--- src/rtl/irq_ctrl_pkg.sv ---
// Shared types and register map for the interrupt controller.
// Pure declarations; no latency or flow control.
package irq_ctrl_pkg;

  typedef enum logic [1:0] {
    IDLE    = 2'd0,
    REQ     = 2'd1,
    SERVICE = 2'd2
  } irq_state_t;

  localparam logic [1:0] ADDR_ENABLE  = 2'd0;
  localparam logic [1:0] ADDR_EDGE    = 2'd1;
  localparam logic [1:0] ADDR_PENDING = 2'd2;
  localparam logic [1:0] ADDR_STATUS  = 2'd3;

endpackage

--- src/rtl/irq_sync_edge.sv ---
// Per-source synchronizer with rising-edge detect: lvl_o lags src_i by SYNC_STAGES edges.
// rise_o is a one-cycle pulse in the first cycle the synced level is high; no backpressure.
module irq_sync_edge #(
  parameter int SYNC_STAGES = 2
) (
  input  logic clk,
  input  logic rst_n,
  input  logic src_i,
  output logic lvl_o,
  output logic rise_o
);

  logic [SYNC_STAGES-1:0] sync_q;
  logic                   lvl_prev_q;

  always_ff @(posedge clk or negedge rst_n) begin
    if (!rst_n) begin
      sync_q     <= '0;
      lvl_prev_q <= 1'b0;
    end else begin
      sync_q     <= {sync_q[SYNC_STAGES-2:0], src_i};
      lvl_prev_q <= sync_q[SYNC_STAGES-1];
    end
  end

  assign lvl_o  = sync_q[SYNC_STAGES-1];
  assign rise_o = sync_q[SYNC_STAGES-1] & ~lvl_prev_q;

endmodule

--- src/rtl/irq_ctrl.sv ---
// Fixed-priority interrupt controller: pending -> irq_o one edge later; ack drops irq_o on the sampling edge.
// Core paces it via ack/eoi; a request is held until ack or withdrawal, no nesting.
module irq_ctrl
  import irq_ctrl_pkg::*;
#(
  parameter int N_SRC       = 4,
  parameter int ID_W        = 2,
  parameter int SYNC_STAGES = 2
) (
  input  logic             clk,
  input  logic             rst_n,
  input  logic [N_SRC-1:0] src_i,
  input  logic             cfg_we,
  input  logic [1:0]       cfg_addr,
  input  logic [N_SRC-1:0] cfg_wdata,
  output logic [N_SRC-1:0] cfg_rdata,
  output logic             irq_o,
  output logic [ID_W-1:0]  irq_id_o,
  input  logic             irq_ack_i,
  input  logic             irq_eoi_i
);

  logic [N_SRC-1:0] lvl, rise;
  logic [N_SRC-1:0] enable_q, edge_q, pending_q, pending_d;
  logic [N_SRC-1:0] cand, id_onehot, w1c, edge_chg, ack_clr;
  logic [ID_W-1:0]  win_id;
  logic             cand_any, cand_cur, ack_take;
  irq_state_t       state_q;
  logic [N_SRC+ID_W:0] status_full;

  for (genvar g = 0; g < N_SRC; g++) begin : g_src
    irq_sync_edge #(.SYNC_STAGES(SYNC_STAGES)) u_sync (
      .clk    (clk),
      .rst_n  (rst_n),
      .src_i  (src_i[g]),
      .lvl_o  (lvl[g]),
      .rise_o (rise[g])
    );
  end

  assign cand      = pending_q & enable_q;
  assign cand_any  = |cand;
  assign id_onehot = N_SRC'(1) << irq_id_o;
  assign cand_cur  = |(cand & id_onehot);
  assign ack_take  = (state_q == REQ) && irq_ack_i;

  assign w1c      = (cfg_we && cfg_addr == ADDR_PENDING) ? cfg_wdata : '0;
  assign edge_chg = (cfg_we && cfg_addr == ADDR_EDGE) ? (cfg_wdata ^ edge_q) : '0;
  assign ack_clr  = ack_take ? id_onehot : '0;

  // Lowest index wins: scan downwards so the last hit is the smallest.
  always_comb begin
    win_id = '0;
    for (int i = N_SRC - 1; i >= 0; i--) begin
      if (cand[i]) win_id = ID_W'(i);
    end
  end

  // A fresh edge outranks W1C and the ack clear; a mode change clears the bit outright.
  always_comb begin
    pending_d = pending_q;
    for (int i = 0; i < N_SRC; i++) begin
      if (edge_chg[i])
        pending_d[i] = 1'b0;
      else if (edge_q[i])
        pending_d[i] = rise[i] | (pending_q[i] & ~w1c[i] & ~ack_clr[i]);
      else
        pending_d[i] = lvl[i];
    end
  end

  always_ff @(posedge clk or negedge rst_n) begin
    if (!rst_n) begin
      enable_q  <= '0;
      edge_q    <= '0;
      pending_q <= '0;
    end else begin
      pending_q <= pending_d;
      if (cfg_we && cfg_addr == ADDR_ENABLE) enable_q <= cfg_wdata;
      if (cfg_we && cfg_addr == ADDR_EDGE)   edge_q   <= cfg_wdata;
    end
  end

  always_ff @(posedge clk or negedge rst_n) begin
    if (!rst_n) begin
      state_q  <= IDLE;
      irq_o    <= 1'b0;
      irq_id_o <= '0;
    end else begin
      case (state_q)
        IDLE: begin
          if (cand_any) begin
            state_q  <= REQ;
            irq_o    <= 1'b1;
            irq_id_o <= win_id;
          end
        end
        REQ: begin
          if (irq_ack_i) begin
            state_q <= SERVICE;
            irq_o   <= 1'b0;
          end else if (!cand_cur) begin
            state_q <= IDLE;
            irq_o   <= 1'b0;
          end
        end
        SERVICE: begin
          if (irq_eoi_i) state_q <= IDLE;
        end
        default: begin
          state_q <= IDLE;
          irq_o   <= 1'b0;
        end
      endcase
    end
  end

  assign status_full = {{N_SRC{1'b0}}, irq_id_o, (state_q != IDLE)};

  always_comb begin
    cfg_rdata = '0;
    case (cfg_addr)
      ADDR_ENABLE:  cfg_rdata = enable_q;
      ADDR_EDGE:    cfg_rdata = edge_q;
      ADDR_PENDING: cfg_rdata = pending_q;
      ADDR_STATUS:  cfg_rdata = status_full[N_SRC-1:0];
      default:      cfg_rdata = '0;
    endcase
  end

endmodule

--- config.mk ---
export PLATFORM = sky130hd
export DESIGN_NAME = irq_ctrl
export DESIGN_NICKNAME = d
export VERILOG_FILES = /design/src/rtl/irq_ctrl_pkg.sv /design/src/rtl/irq_sync_edge.sv /design/src/rtl/irq_ctrl.sv
export SDC_FILE = /design/constraint.sdc
export NUM_CORES = 1
export LEC_CHECK = 0
export CAP_MARGIN = 10
export CORE_MARGIN = 2
export CORE_UTILIZATION = 51
export DETAILED_ROUTE_END_ITERATION = 12
export GPL_ROUTABILITY_DRIVEN = 0
export PLACE_DENSITY_LB_ADDON = 0.2
export SLEW_MARGIN = 20
export SYNTH_ARGS = -nofsm -noshare
export SYNTH_HDL_FRONTEND = slang
export SYNTH_HIERARCHICAL = 1
export SYNTH_SLANG_ARGS = --single-unit
--- constraint.sdc ---
create_clock -name clk -period 2.2 [get_ports clk]
set_clock_uncertainty 0.2 [all_clocks]
set_input_delay 0.33 -clock clk [delete_from_list [all_inputs] [get_ports clk]]
set_output_delay 0.33 -clock clk [all_outputs]
set_load 0.02 [all_outputs]
# == After elaboration in Yosys (flattened, before gate mapping) ==
# Index checks and enable logic that the tools add are counted.
# totals
ff_bits,29
out_inout_bits,7
input_bits,15
# op_classes
n_eq_ne,8
mux,25
reduce_logical,12
n_shift,1
bitwise,32
# op_table
cell,count
2-bit 2-to-1 mux,8
4-bit one-hot mux with 4 select lines,1
1-bit inverter,13
1-bit bitwise AND,12
4-bit 2-to-1 mux,3
1-bit 2-to-1 mux,11
4-bit bitwise AND,2
4-bit OR reduction,2
"2-bit == test, second input constant",3
2-bit one-hot mux with 3 select lines,1
3-bit AND reduction,2
"2-bit by 1-bit == test with 1-bit output, second input constant",2
1-bit logical AND,4
2-bit logical NOT,2
"2-bit inequality test, second input constant",2
1-bit OR,4
"1-bit by 2-bit << shifter with 4-bit output, first input constant",1
4-bit XOR,1
"3-bit inequality test, second input constant",1
1-bit one-hot mux with 3 select lines,1
2-bit AND reduction,1
2-bit nonzero test,1

# == Logic depth before layout (Yosys ltp) ==
# depth
depth_word,9
depth_mapped,5

# == By module ==
# The synthesis kept the hierarchy.
# modules_own_cells
mod,cells_per_inst,seq_area_each_um2,area_per_inst_um2,instances
irq_ctrl,94,425.4,939.7,1
irq_sync_edge,4,75.1,88.8,4

# == Least setup slack after synthesis ==
# Ideal clock, no wire load.
# synth_timing
path_kind,register to output
startpoint,register state_q[1]
endpoint,output cfg_rdata[0]
path_stages_with_launch,4
required_ns,1.670
arrival_ns,1.162
setup_slack_ns,0.508
path_cell_list,dfrtp_1 -> nor2_1 -> inv_1 -> mux4_2
# synth_via
elab_chain_cells,2
# synth_rtl
element,line,rtl
start: declaration,irq_ctrl.sv:28,irq_state_t state_q;
start signal: assignment,irq_ctrl.sv:86,state_q <= IDLE;
start signal: assignment,irq_ctrl.sv:93,state_q <= REQ;
start signal: assignment,irq_ctrl.sv:100,state_q <= SERVICE;
2-bit nonzero test,irq_ctrl.sv:118,"assign status_full = {{N_SRC{1'b0}}, irq_id_o, (state_q != IDLE)};"
4-bit one-hot mux with 4 select lines,irq_ctrl.sv:122,case (cfg_addr)
end: declaration,irq_ctrl.sv:16,"output logic [N_SRC-1:0] cfg_rdata,"
# No other way between the ends.

# == Final worst setup path ==
# Same ends and word-level chain as after synthesis.

==> flow_summary.toml <==
[drt]
via_count = 965
drc_errors = 0
first_iter_violations = 11
routedWlPerCell_um = 15.0
drtAntennaViolNets = 0
dr.pass1.iters = 4
via_per_inst = 5.51
wl_um = 2630

[synthesis]
yosysWarnings = 6
synth_nets = 125
synth_ff_type = "dfrtp_1"
synthesis.area_um2 = 1290
synth_top_cell_area_share_pct = 56.0
ys_seq_elements = 29
synth_seq_area_share_pct = 56.0
yosysUniqueCellTypes = 27
syn_inst = 110
synth_edf_count = 0
synth_largest_area_cell = "dfrtp_1"
syn_avg_cell_area_um2 = 11.8
async_flop_share_pct = 100
synth_most_common_cell = "dfrtp_1"
synth_top_cells_by_area = "dfrtp_1, nand2_1, mux4_2"
yosys-top-cells-count = "dfrtp_1, nand2_1, o21ai_0"

[layout]
drive_gt1_share_pct = 22.8
area_growth_pct = 27.7
diodes = 0
final_area_um2 = 1650
fillers = 194
seq_area_um2 = 726
layoutNonFillerInstCount = 175
nets = 160
multi_input_area_um2 = 557

[floorplanning]
dieArea_um2 = 2960
core-area_um2 = 2430
start_util_pct = 53.2
rows = 18
ioPinCount = 22
die_w_um = 54.4
die_y_um = 54.4

[global_routing]
grt_max_degree = 30
grt_pass1_wl_um = 4210
grt_pass1_vias = 897
overflow = 0
track_usage_pct = 21.3
antenna_found_initial = 0

[timing]
slew_headroom_pct = 64.9
report.final.slew_viol_count = 0
finalSetupViolCount = 0
period_share_pct = 95.9
max_freq_mhz = 474
worst_slew_pin_slew_ns = 0.521
period_needed_ns = 2.11
hold_viol = 0
rsz0062_at_grt = "false"

[hold_path]
min_path_cells = 0
hp-class = "reg -> reg"

[status]
outcome = "finished, final reports clean"

[clock_tree]
clock_latency_ns = 0.32
cts_tree = "built"
cts_buffer_depth = 2
clk_pin_slew_ns = 0.09
cts_root_buf = "clkbuf_4"
cts.sinks = 29
cts_made_buffers = 5
htreeDepth = 2

[worst_setup_path]
crit_required_ns = 1.67
cp-end-kind = "primary output"
start_kind = "register"
worst_path_max_delay_cell = "mux4_2"
reg2reg_depth = 5
worst-setup-path-type = "reg -> out"
crit_chain = "nor2_4 -> inv_1 -> mux4_2 -> buf_2"
arrival_ns = 1.58
crit_fanout = 4
cp_slowest_stage_delay_ns = 0.45

[power]
p_leak_nw = 0.757
powerDensity_nw_per_um2 = 953
ir_drop_v = 0.000624
power.total_mw = 1.58

[placed_design]
portBuffers = 21
placed_cell_area_um2 = 1600
placed_cells = 168
dpl.hpwl_um = 1960

[run]
cap_violations = 0
metrics by stage:
stage / utilization [%] / worst slack [ns] / setup TNS (ns) / hold slack [ns]
floorplan: - / 0.508 / 0 / -0.166
global placement: 65.8 / -0.386 / -1.48 / 0.131
detailed placement: 65.8 / -0.379 / -1.49 / 0.136
CTS: 68.0 / 0.0893 / 0 / 0.160
global route: 68.0 / 0.0386 / 0 / 0.170
finish: 68.0 / 0.0906 / 0 / 0.157
timing repair:
| action | CTS | global route |
|---|---|---|
| gates resized for setup | 12 | 0 |
| hold buffers | 0 | 0 |
| endpoints found under the setup margin | 4 | 0 |
| setup buffers | 0 | 0 |
critical path, delay by kind of cell (launching register included):
family        cells  cell delay, ns
buf+inv           2            0.22
flops             1            0.42
mux               1            0.45
simple gates      1            0.16
final cells by class:
| cell class | instances | area share, % |
|---|---|---|
| Sequential cell | 29 | 43.9 |
| Timing Repair Buffer | 30 | 16.2 |
| Clock buffer | 7 | 3.33 |
| Inverter | 3 | 0.681 |
| Multi-Input combinational cell | 76 | 33.7 |
| Tap cell | 30 | 2.27 |
where the power goes:
part | leakage [nW] | internal, mW | switching (mW)
logic | 0.379 | 0.282 | 0.272
clock network | 0.0314 | 0.151 | 0.167
registers | 0.347 | 0.627 | 0.0789
total | 0.757 | 1.06 | 0.518
metal layers:
layer	vias up	wire length, µm	track usage [%]
met5	-	0	0
met4	0	47	9.17
met3	9	191	7.92
met2	33	1240	33.3
met1	460	1150	26.6
li1	463	-	-
flip-flops by register name, indices dropped and copies added, names as in the netlist:
name and flops:
state_q 2, g_src.u_sync/sync_q 8, pending_q 4, edge_q 4, irq_id_o 2, irq_o 1
g_src.u_sync/lvl_prev_q 4, enable_q 4
worst paths after layout:
path,slack (ns),startpoint,end
worst min register to register,0.16,g_src[3].u_sync/sync_q[0],g_src[3].u_sync/sync_q[1]
worst max register to register,0.39,state_q[1],pending_q[2]
min in group asynchronous,0.18,rst_n,g_src[0].u_sync/sync_q[0]
worst max-delay path,0.09,state_q[1],cfg_rdata[0]
max in group asynchronous,1.35,rst_n,g_src[2].u_sync/sync_q[0]
worst min-delay path,0.16,g_src[3].u_sync/sync_q[0],g_src[3].u_sync/sync_q[1]
layout by cell type, fill, tap and decap left out, drive strengths merged:
master | netlist | routed
nor2b | 5 | 5
dlygate4sd2 | 0 | 4
o21ai | 7 | 7
or3 | 1 | 1
a21boi | 1 | 1
clkdlybuf4s15 | 0 | 1
mux4 | 4 | 4
and3b | 2 | 2
nand3 | 1 | 1
clkdlybuf4s50 | 0 | 15
o31a | 1 | 1
a21oi | 2 | 2
nor2 | 2 | 2
dfrtp | 29 | 29
clkbuf | 1 | 7
nand3b | 3 | 3
inv | 3 | 3
o22ai | 4 | 4
nor3b | 1 | 1
a31oi | 4 | 4
or3b | 2 | 2
mux2 | 5 | 5
nand4 | 1 | 1
mux2i | 1 | 1
nand2 | 28 | 28
o41ai | 1 | 1
buf | 1 | 10
cells by family after synthesis:
logic type | count (synthesis) | share of synthesized area [%]
AO/OA/AOI/OAI | 20 | 9.57
multiplexers | 10 | 12.1
AND/OR/NAND/NOR | 46 | 20.8
flip-flops | 29 | 56.0
buffers and inverters | 5 | 1.55
(Power assumes the default switching activity.)
==> patch: new RTL, config.mk and constraints unchanged <==
The 3 states of `irq_state_t` get a one-hot encoding in 3 bits.
--- a/src/rtl/irq_ctrl_pkg.sv
+++ b/src/rtl/irq_ctrl_pkg.sv
@@ -4,6 +4,6 @@
 
-  typedef enum logic [1:0] {
-    IDLE    = 2'd0,
-    REQ     = 2'd1,
-    SERVICE = 2'd2
+  typedef enum logic [2:0] {
+    IDLE    = 3'b001,
+    REQ     = 3'b010,
+    SERVICE = 3'b100
   } irq_state_t;
Check against the original RTL: same outputs for any inputs over 4 cycles, from zero or initial values and one cycle with rst_n low; so few cycles prove little.
==> patch against the original RTL <==
The flow now finishes with violations (setup timing). Core utilization rose by 2.5 points. Via count rose by 10%. Power rose by 9.0%. Largest cell class unchanged. Setup slack got worse by 0.32 ns. Clock power rose by 6.3%. Die area rose by 6.5%. Sequential cell count rose by 1. Hold slack got worse by 0.030 ns. Synthesized area rose by 7.1%. Wire length rose by 9.7%. Cell area rose by 7.6%.
==> patch: results (changes against the original RTL) <==
logic_synthesis:
  seq_area_frac_synth_pct: 54.2  # -1.8 points
  syn_nets: 134  # +7.2%
  synthArstFlopShare_pct: 100  # unchanged
  synthXorXnorAreaFrac_pct: 0.632  # +0.63 points
  synthTopCellsByArea: "dfrtp_1, nand2_1, mux4_2"
  synth_fa_ha_area_share_pct: 0  # unchanged
  synth_common_cells: "dfrtp_1, nand2_1, nor2_1"
  synth-compound-area-share_pct: 9.66  # +0.092 points
  yosysUniqueCellTypes: 30  # +11%
  synthMuxAreaShare_pct: 11.3  # -0.80 points
  avgSynthCellArea_um2: 11.6  # -1.0%
placement:
  dpl-instance-area_um2: 1720  # +7.2%
  dp_slack_ns: -0.348  # +0.0308 ns
  hpwlAfterDp_um: 2080  # +6.3%
  dp_cells: 178  # +6.0%
timing:
  worst_slack_ns: -0.229  # -0.319 ns
  fin_setup_tns_ns: -0.229  # -0.229 ns
  worst_pin_slew_ns: 0.506  # -0.0144 ns
  setup_violations: 1  # +1
  worst_hold_slack_ns: 0.128  # -0.0298 ns
routing:
  via_per_inst: 5.72  # +3.7%
  wl_um: 2880  # +9.7%
  drt_iter0_markers: 20  # +9
worst_setup_path:
  rr_worst_depth: 3  # -2
  timing.rr.start: "state_q[0]$_DFFE_PN1P_"
  crit_family: "flip-flops"
  cp_slowest_stage_delay_ns: 0.54  # +0.09 ns
  cp.arrival_ns: 1.90  # +0.32 ns
  r2r_slack_ns: 0.37  # -0.02 ns
  cp_slowest_cell: "dfstp_2"
  worst_r2r_endpoint: "irq_id_o[0]$_DFFE_PN0P_"
  cp_max_fo: 2  # -2
finish:
  layoutNonFillerInstCount: 186  # +6.3%
  drive_gt1_share_pct: 23.7  # +0.96 points
  finalNetCount: 170  # +6.3%
  fill_cells: 192  # -1.0%
global_routing:
  grt_pass1_wl_um: 4770  # +13%
  grt_max_degree: 22  # -27%
  grt_usage_pct: 20.5  # -0.85 points
  first_global_vias: 1061  # +18%
pwr:
  vdd_drop_max_v: 0.000651  # +4.4%
  power.leakage_nw: 0.791  # +4.5%
cts:
  cts_setup_buffers: 0  # unchanged
status:
  status: "finished, violations left"
  violations: "setup timing"
worst_hold_path:
  hp-class: "primary input to async pin"
==> patch: what timing repair did <==
action                                  4_1_cts  5_1_grt
gates resized for setup                      12        1
pin swaps                                     0        0
endpoints found under the setup margin        4        4
==> patch: worst max-delay path by stage <==
| stage | start | endpoint | slack (ns) | cells past startpoint |
|---|---|---|---|---|
| after floorplan | state_q[0]$_DFFE_PN1P_ | cfg_rdata[0] | 0.19 | 2 |
| after global placement | cfg_addr[1] | cfg_rdata[1] | -0.34 | 3 |
| after detailed placement | cfg_addr[1] | cfg_rdata[1] | -0.35 | 3 |
| after CTS | state_q[0]$_DFFE_PN1P_ | cfg_rdata[0] | -0.22 | 3 |
| after global routing | state_q[0]$_DFFE_PN1P_ | cfg_rdata[0] | -0.26 | 3 |
| final | state_q[0]$_DFFE_PN1P_ | cfg_rdata[0] | -0.23 | 3 |
==> patch: layout make-up <==
class,instances,area (µm²),share of cell area [%]
Timing Repair Buffer,32,305,17.2
Multi-Input combinational cell,86,624,35.1
Clock buffer,7,55.1,3.09
Tap cell,30,37.5,2.11
Clock inverter,1,5.00,0.281
Sequential cell,30,752,42.3
==> patch: per-layer routing <==
layer,GRT usage [%],routed length [µm],share of wire [%]
met3,5.81,166,5.8
met1,25.2,1260,44
met5,0,0,0
met2,31.8,1360,47
met4,12.6,87,3.0
==> patch: report_power, final <==
group | switching (mW) | leakage (nW) | internal [mW]
logic | 0.308 | 0.396 | 0.336
registers | 0.0811 | 0.359 | 0.656
clock network | 0.183 | 0.0353 | 0.155
total | 0.572 | 0.791 | 1.15
==> patch: cells by family after synthesis <==
logic type	count (synthesis)
AOI/OAI and AO/OA	21
buffers and inverters	3
xor gates and xnor gates	1
and+or+nand+nor	54
muxes	10
DFF	30
